==> src/rtl/dmem_bus_ctrl_pkg.sv <==
// Shared types and constants for the data-memory bus controller.
// Holds the FSM state encoding and the bus transfer-size codes.
package dmem_bus_ctrl_pkg;

    typedef enum logic [1:0] {
        IDLE = 2'd0,
        REQ  = 2'd1,
        WAIT = 2'd2,
        DONE = 2'd3
    } state_t;

    localparam logic [1:0] SZ_BUS_BYTE = 2'd0;
    localparam logic [1:0] SZ_BUS_HALF = 2'd1;
    localparam logic [1:0] SZ_BUS_WORD = 2'd2;

    // Encodings 3..7 are not valid access sizes; treat them as full word.
    function automatic logic [1:0] bus_size(input logic [2:0] sz);
        return (sz >= 3'd2) ? SZ_BUS_WORD : sz[1:0];
    endfunction

endpackage

==> src/rtl/dmem_bus_ctrl.sv <==
// Memory-stage to SRAM-like data bus sequencer: one outstanding access,
// stall generation, load-data hold, and draining of flushed transactions.
module dmem_bus_ctrl
    import dmem_bus_ctrl_pkg::*;
#(
    parameter int ADDR_W = 32,
    parameter int DATA_W = 32
) (
    input  logic                clk,
    input  logic                rst,
    input  logic                mem_en,
    input  logic [DATA_W/8-1:0] mem_wen,
    input  logic [ADDR_W-1:0]   mem_addr,
    input  logic [DATA_W-1:0]   mem_wdata,
    input  logic [2:0]          data_size,
    input  logic                flush,
    input  logic                pipe_adv,
    output logic                stall,
    output logic [DATA_W-1:0]   mem_rdata,
    output logic                data_req,
    output logic                data_wr,
    output logic [1:0]          data_size_o,
    output logic [ADDR_W-1:0]   data_addr,
    output logic [DATA_W/8-1:0] data_wstrb,
    output logic [DATA_W-1:0]   data_wdata,
    input  logic                data_addr_ok,
    input  logic                data_data_ok,
    input  logic [DATA_W-1:0]   data_rdata
);

    state_t state;
    logic   cancel;
    logic   kill;

    // A flush landing in the completion cycle kills the result as well.
    assign kill  = cancel | flush;
    assign stall = mem_en & ~flush & (state != DONE);

    always_ff @(posedge clk or negedge rst) begin
        if (!rst) begin
            state       <= IDLE;
            cancel      <= 1'b0;
            data_req    <= 1'b0;
            data_wr     <= 1'b0;
            data_size_o <= 2'd0;
            data_addr   <= '0;
            data_wstrb  <= '0;
            data_wdata  <= '0;
            mem_rdata   <= '0;
        end else begin
            case (state)
                IDLE: begin
                    if (mem_en && !flush) begin
                        data_req    <= 1'b1;
                        data_wr     <= |mem_wen;
                        data_addr   <= mem_addr;
                        data_wstrb  <= mem_wen;
                        data_wdata  <= mem_wdata;
                        data_size_o <= bus_size(data_size);
                        cancel      <= 1'b0;
                        state       <= REQ;
                    end
                end
                REQ: begin
                    if (data_addr_ok) begin
                        data_req <= 1'b0;
                        if (data_data_ok) begin
                            cancel <= 1'b0;
                            if (kill) begin
                                state <= IDLE;
                            end else begin
                                if (!data_wr) mem_rdata <= data_rdata;
                                state <= DONE;
                            end
                        end else begin
                            cancel <= kill;
                            state  <= WAIT;
                        end
                    end else if (flush) begin
                        cancel <= 1'b1;
                    end
                end
                WAIT: begin
                    if (data_data_ok) begin
                        cancel <= 1'b0;
                        if (kill) begin
                            state <= IDLE;
                        end else begin
                            if (!data_wr) mem_rdata <= data_rdata;
                            state <= DONE;
                        end
                    end else if (flush) begin
                        cancel <= 1'b1;
                    end
                end
                DONE: begin
                    if (pipe_adv || flush) state <= IDLE;
                end
                default: state <= IDLE;
            endcase
        end
    end

    // The bus may only signal data_ok while a transaction is in flight.
    a_no_stray_data_ok: assert property (
        @(posedge clk) disable iff (!rst)
        !(data_data_ok && (state == IDLE || state == DONE))
    );

endmodule
==> config.mk <==
export PLATFORM = sky130hd
export DESIGN_NAME = dmem_bus_ctrl
export DESIGN_NICKNAME = d
export VERILOG_FILES = /design/src/rtl/dmem_bus_ctrl_pkg.sv /design/src/rtl/dmem_bus_ctrl.sv
export SDC_FILE = /design/constraint.sdc
export NUM_CORES = 1
export LEC_CHECK = 0
export ABC_CLOCK_PERIOD_IN_PS = 2200
export CORE_ASPECT_RATIO = 1.2
export CORE_UTILIZATION = 35
export CTS_BUF_LIST = sky130_fd_sc_hd__clkbuf_2 sky130_fd_sc_hd__clkbuf_4 sky130_fd_sc_hd__clkbuf_8
export DETAILED_ROUTE_END_ITERATION = 16
export MAX_ROUTING_LAYER = met4
export PLACE_DENSITY = 0.82
export REMOVE_ABC_BUFFERS = 1
export SYNTH_ARGS = -nofsm -noshare
export SYNTH_HDL_FRONTEND = slang
export SYNTH_SLANG_ARGS = --single-unit
==> constraint.sdc <==
create_clock -name clk -period 2.2 [get_ports clk]
set_clock_uncertainty 0.05 [all_clocks]
set_input_delay 0.33 -clock clk [delete_from_list [all_inputs] [get_ports clk]]
set_output_delay 0.33 -clock clk [all_outputs]
set_load 0.01 [all_outputs]
==> results.cfg <==
[run_status]
status = finished, final reports clean

[synth]
yosysWarnings = 0
async_reset_ff_share_pct = 100
synth.largest_area_cell = dfrtp_1
synth_cell_type_count = 22
syn-instance-count = 262
yosysSeqAreaShare_pct = 64.2
synth-edff-count = 0
ys_seq_elements = 107
synth_area_leaders = dfrtp_1 64%, mux2_2 26%, ha_1 1.5%
synthesis.area_um2 = 4170
ys.flop_type = dfrtp_1
yosysTopAreaCellShare_pct = 64.2
avgSynthCellArea_um2 = 15.9

[critical_path]
cp_max_fo = 4
crit_chain = ha_1 > nor2_1 > clkdlybuf4s50_1
cp_data_required_time_ns = 1.82
criticalPathCategory = reg2out
worst_setup_path_start_kind = register
max_stage_delay_ns = 0.54
cp.arrival_ns = 1.69
crit_slowest_cell = clkdlybuf4s50_1
endpoint_kind = output pin

[clock_tree]
cts_hold_repair.buffers = 1
insertion_delay_ns = 0.36
cts_buffers = 9
clk_pin_slew_ns = 0.10
cts_resized = 0
cts_setup_buffers = 0
clockRootBuffer = clkbuf_8
cts_sinks = 107
cts_tree = yes
htree_levels = 3
clockBufferDepth = 2

[routing]
drt_iter0_drc = 68
via_per_inst = 4.54
vias = 2923
wirelength_mm = 9.71
wire_per_inst_um = 15.1
ant_nets = 0
drt_first_pass_iters = 4
drc = 0

[place]
post_dp_cell_area_um2 = 6520
gp_congestion = 0.817
dp_slack_ns = 0.0341
placed_cells = 627
io_buffers = 214
place_hpwl_mm = 7.14

[die]
core_area_um2 = 11600
start_util_pct = 36.0
fp.dieW_um = 102
dieHeight_um = 122
ios = 215
dieArea_um2 = 12400
num_rows = 43

[layout]
fillers = 937
drive_gt1_share_pct = 25.1
final_util_pct = 57.9
antenna_cells = 0
layout_commonest_cell = clkdlybuf4s50_1
layout_common_cells = 213 x clkdlybuf4s50_1, 107 x dfrtp_1, 98 x mux2_2, 9 x clkbuf_8, 6 x nor2_1
final_cells = 644
stdcell_area_um2 = 6700
nNetsFinal = 597
area_growth_pct = 60.7

[pwr]
p_total_mw = 8.63
p_int_mw = 6.03
pwr-share-seq_pct = 39.7
p_clk_share_pct = 12.5
ir_worst_vdd_mv = 0.693
p_leak_nw = 2.82
combPwrFrac_pct = 47.8
p_sw_share_pct = 30.2
p_switching_mw = 2.60
p_per_area_nw_per_um2 = 1290

[timing]
worst_pin_slew_ns = 0.567
slew_viol_final = 0
min_period_ns = 2.07
final-setup-viol-count = 0
rsz0062_at_grt = no
fmax_mhz = 484
hold_slack_ns = 0.442
hold_viol_final = 0
fin_crit_sh_pct = 94.0
relSlewSlack_pct = 62.2
setup_slack_ns = 0.133
tns_ns = 0

[global_routing]
grt_overflow = 0
grt_pass1_wl_mm = 15.0
grt_max_degree = 108
antenna_found_initial = 0
grt_pass1_vias = 3077
grt_usage_pct = 16.6

[worst_hold_path]
min_path_type = reg2reg

[flow_run]
max_cap_viol_count = 0
-- synth_stat cells (all sizes together), types with 2 or more instances --
cell type / instances
a21oi: 5
inv: 5
nand2b: 2
nand2: 5
dfrtp: 107
mux2i: 3
o21ai: 3
mux2: 100
ha: 5
clkbuf: 2
buf: 9
o22ai: 3
nor2: 6
-- critical path: cells and delay by family, from the launching register on --
family,cells,cell delay [ns]
buffers and inverters,1,0.54
flip-flops,1,0.44
adder cells (fa/ha/maj),1,0.25
AND/OR/NAND/NOR,1,0.11
-- layer usage --
| layer | GRT usage (%) | part of all wire, % | vias to the layer above | routed length, um |
|---|---|---|---|---|
| met5 | - | 0 | - | 0 |
| met4 | 6.16 | 1.8 | 0 | 174 |
| met3 | 5.28 | 8.9 | 13 | 861 |
| met2 | 27.2 | 50 | 149 | 4830 |
| met1 | 18.8 | 40 | 1412 | 3840 |
| li1 | - | - | 1349 | - |
-- power groups by stage --
| stage | sequential [mW] | clock [mW] | combinational, mW |
|---|---|---|---|
| final | 3.43 | 1.08 | 4.13 |
| after global routing | 3.56 | 1.21 | 4.41 |
| after CTS | 3.44 | 1.13 | 4.20 |
| after detailed placement | 3.48 | 0 | 4.17 |
| after global placement | 3.43 | 0 | 4.08 |
| after floorplan | 3.90 | 0 | 1.26 |
-- path summary, 6_finish.rpt --
check / startpoint / endpoint / slack, ns / depth (start not counted)
setup / recovery: state[0]$_DFFE_PN0P_ / stall / 0.13 / 3
hold / removal: data_size_o[0]$_DFFE_PN0P_ / data_size_o[0]$_DFFE_PN0P_ / 0.44 / 2
setup reg to reg: state[1]$_DFFE_PN0P_ / mem_rdata[3]$_DFFE_PN0P_ / 0.17 / 6
hold reg to reg: data_size_o[0]$_DFFE_PN0P_ / data_size_o[0]$_DFFE_PN0P_ / 0.44 / 2
max in group asynchronous: rst / data_wdata[31]$_DFFE_PN0P_ / 1.14 / 3
min in group asynchronous: rst / mem_rdata[15]$_DFFE_PN0P_ / 0.52 / 3
-- cells by family after synthesis --
| family | after synthesis | share of synthesized area (%) |
|---|---|---|
| simple gates | 18 | 2.52 |
| mux | 103 | 27.7 |
| compound gates | 13 | 1.86 |
| fa+ha+maj | 5 | 1.50 |
| flops | 107 | 64.2 |
| buf+inv | 16 | 2.16 |
-- registers in the layout, indices dropped and copies added (netlist names) --
| signal | flops |
|---|---|
| data_size_o | 2 |
| data_addr | 32 |
| data_wdata | 32 |
| state | 2 |
| cancel | 1 |
| data_wstrb | 4 |
| mem_rdata | 32 |
| data_wr | 1 |
| data_req | 1 |
-- area by class of cell --
class,count,area (um^2),share of cell area (%)
Sequential cell,107,2680,40.0
Timing Repair Buffer,220,2240,33.4
Multi-Input combinational cell,139,1400,20.9
Tap cell,157,196,2.93
Clock buffer,11,139,2.07
Clock inverter,5,30.0,0.448
Inverter,5,18.8,0.280
Note: power is estimated with default switching activity, not from simulation.
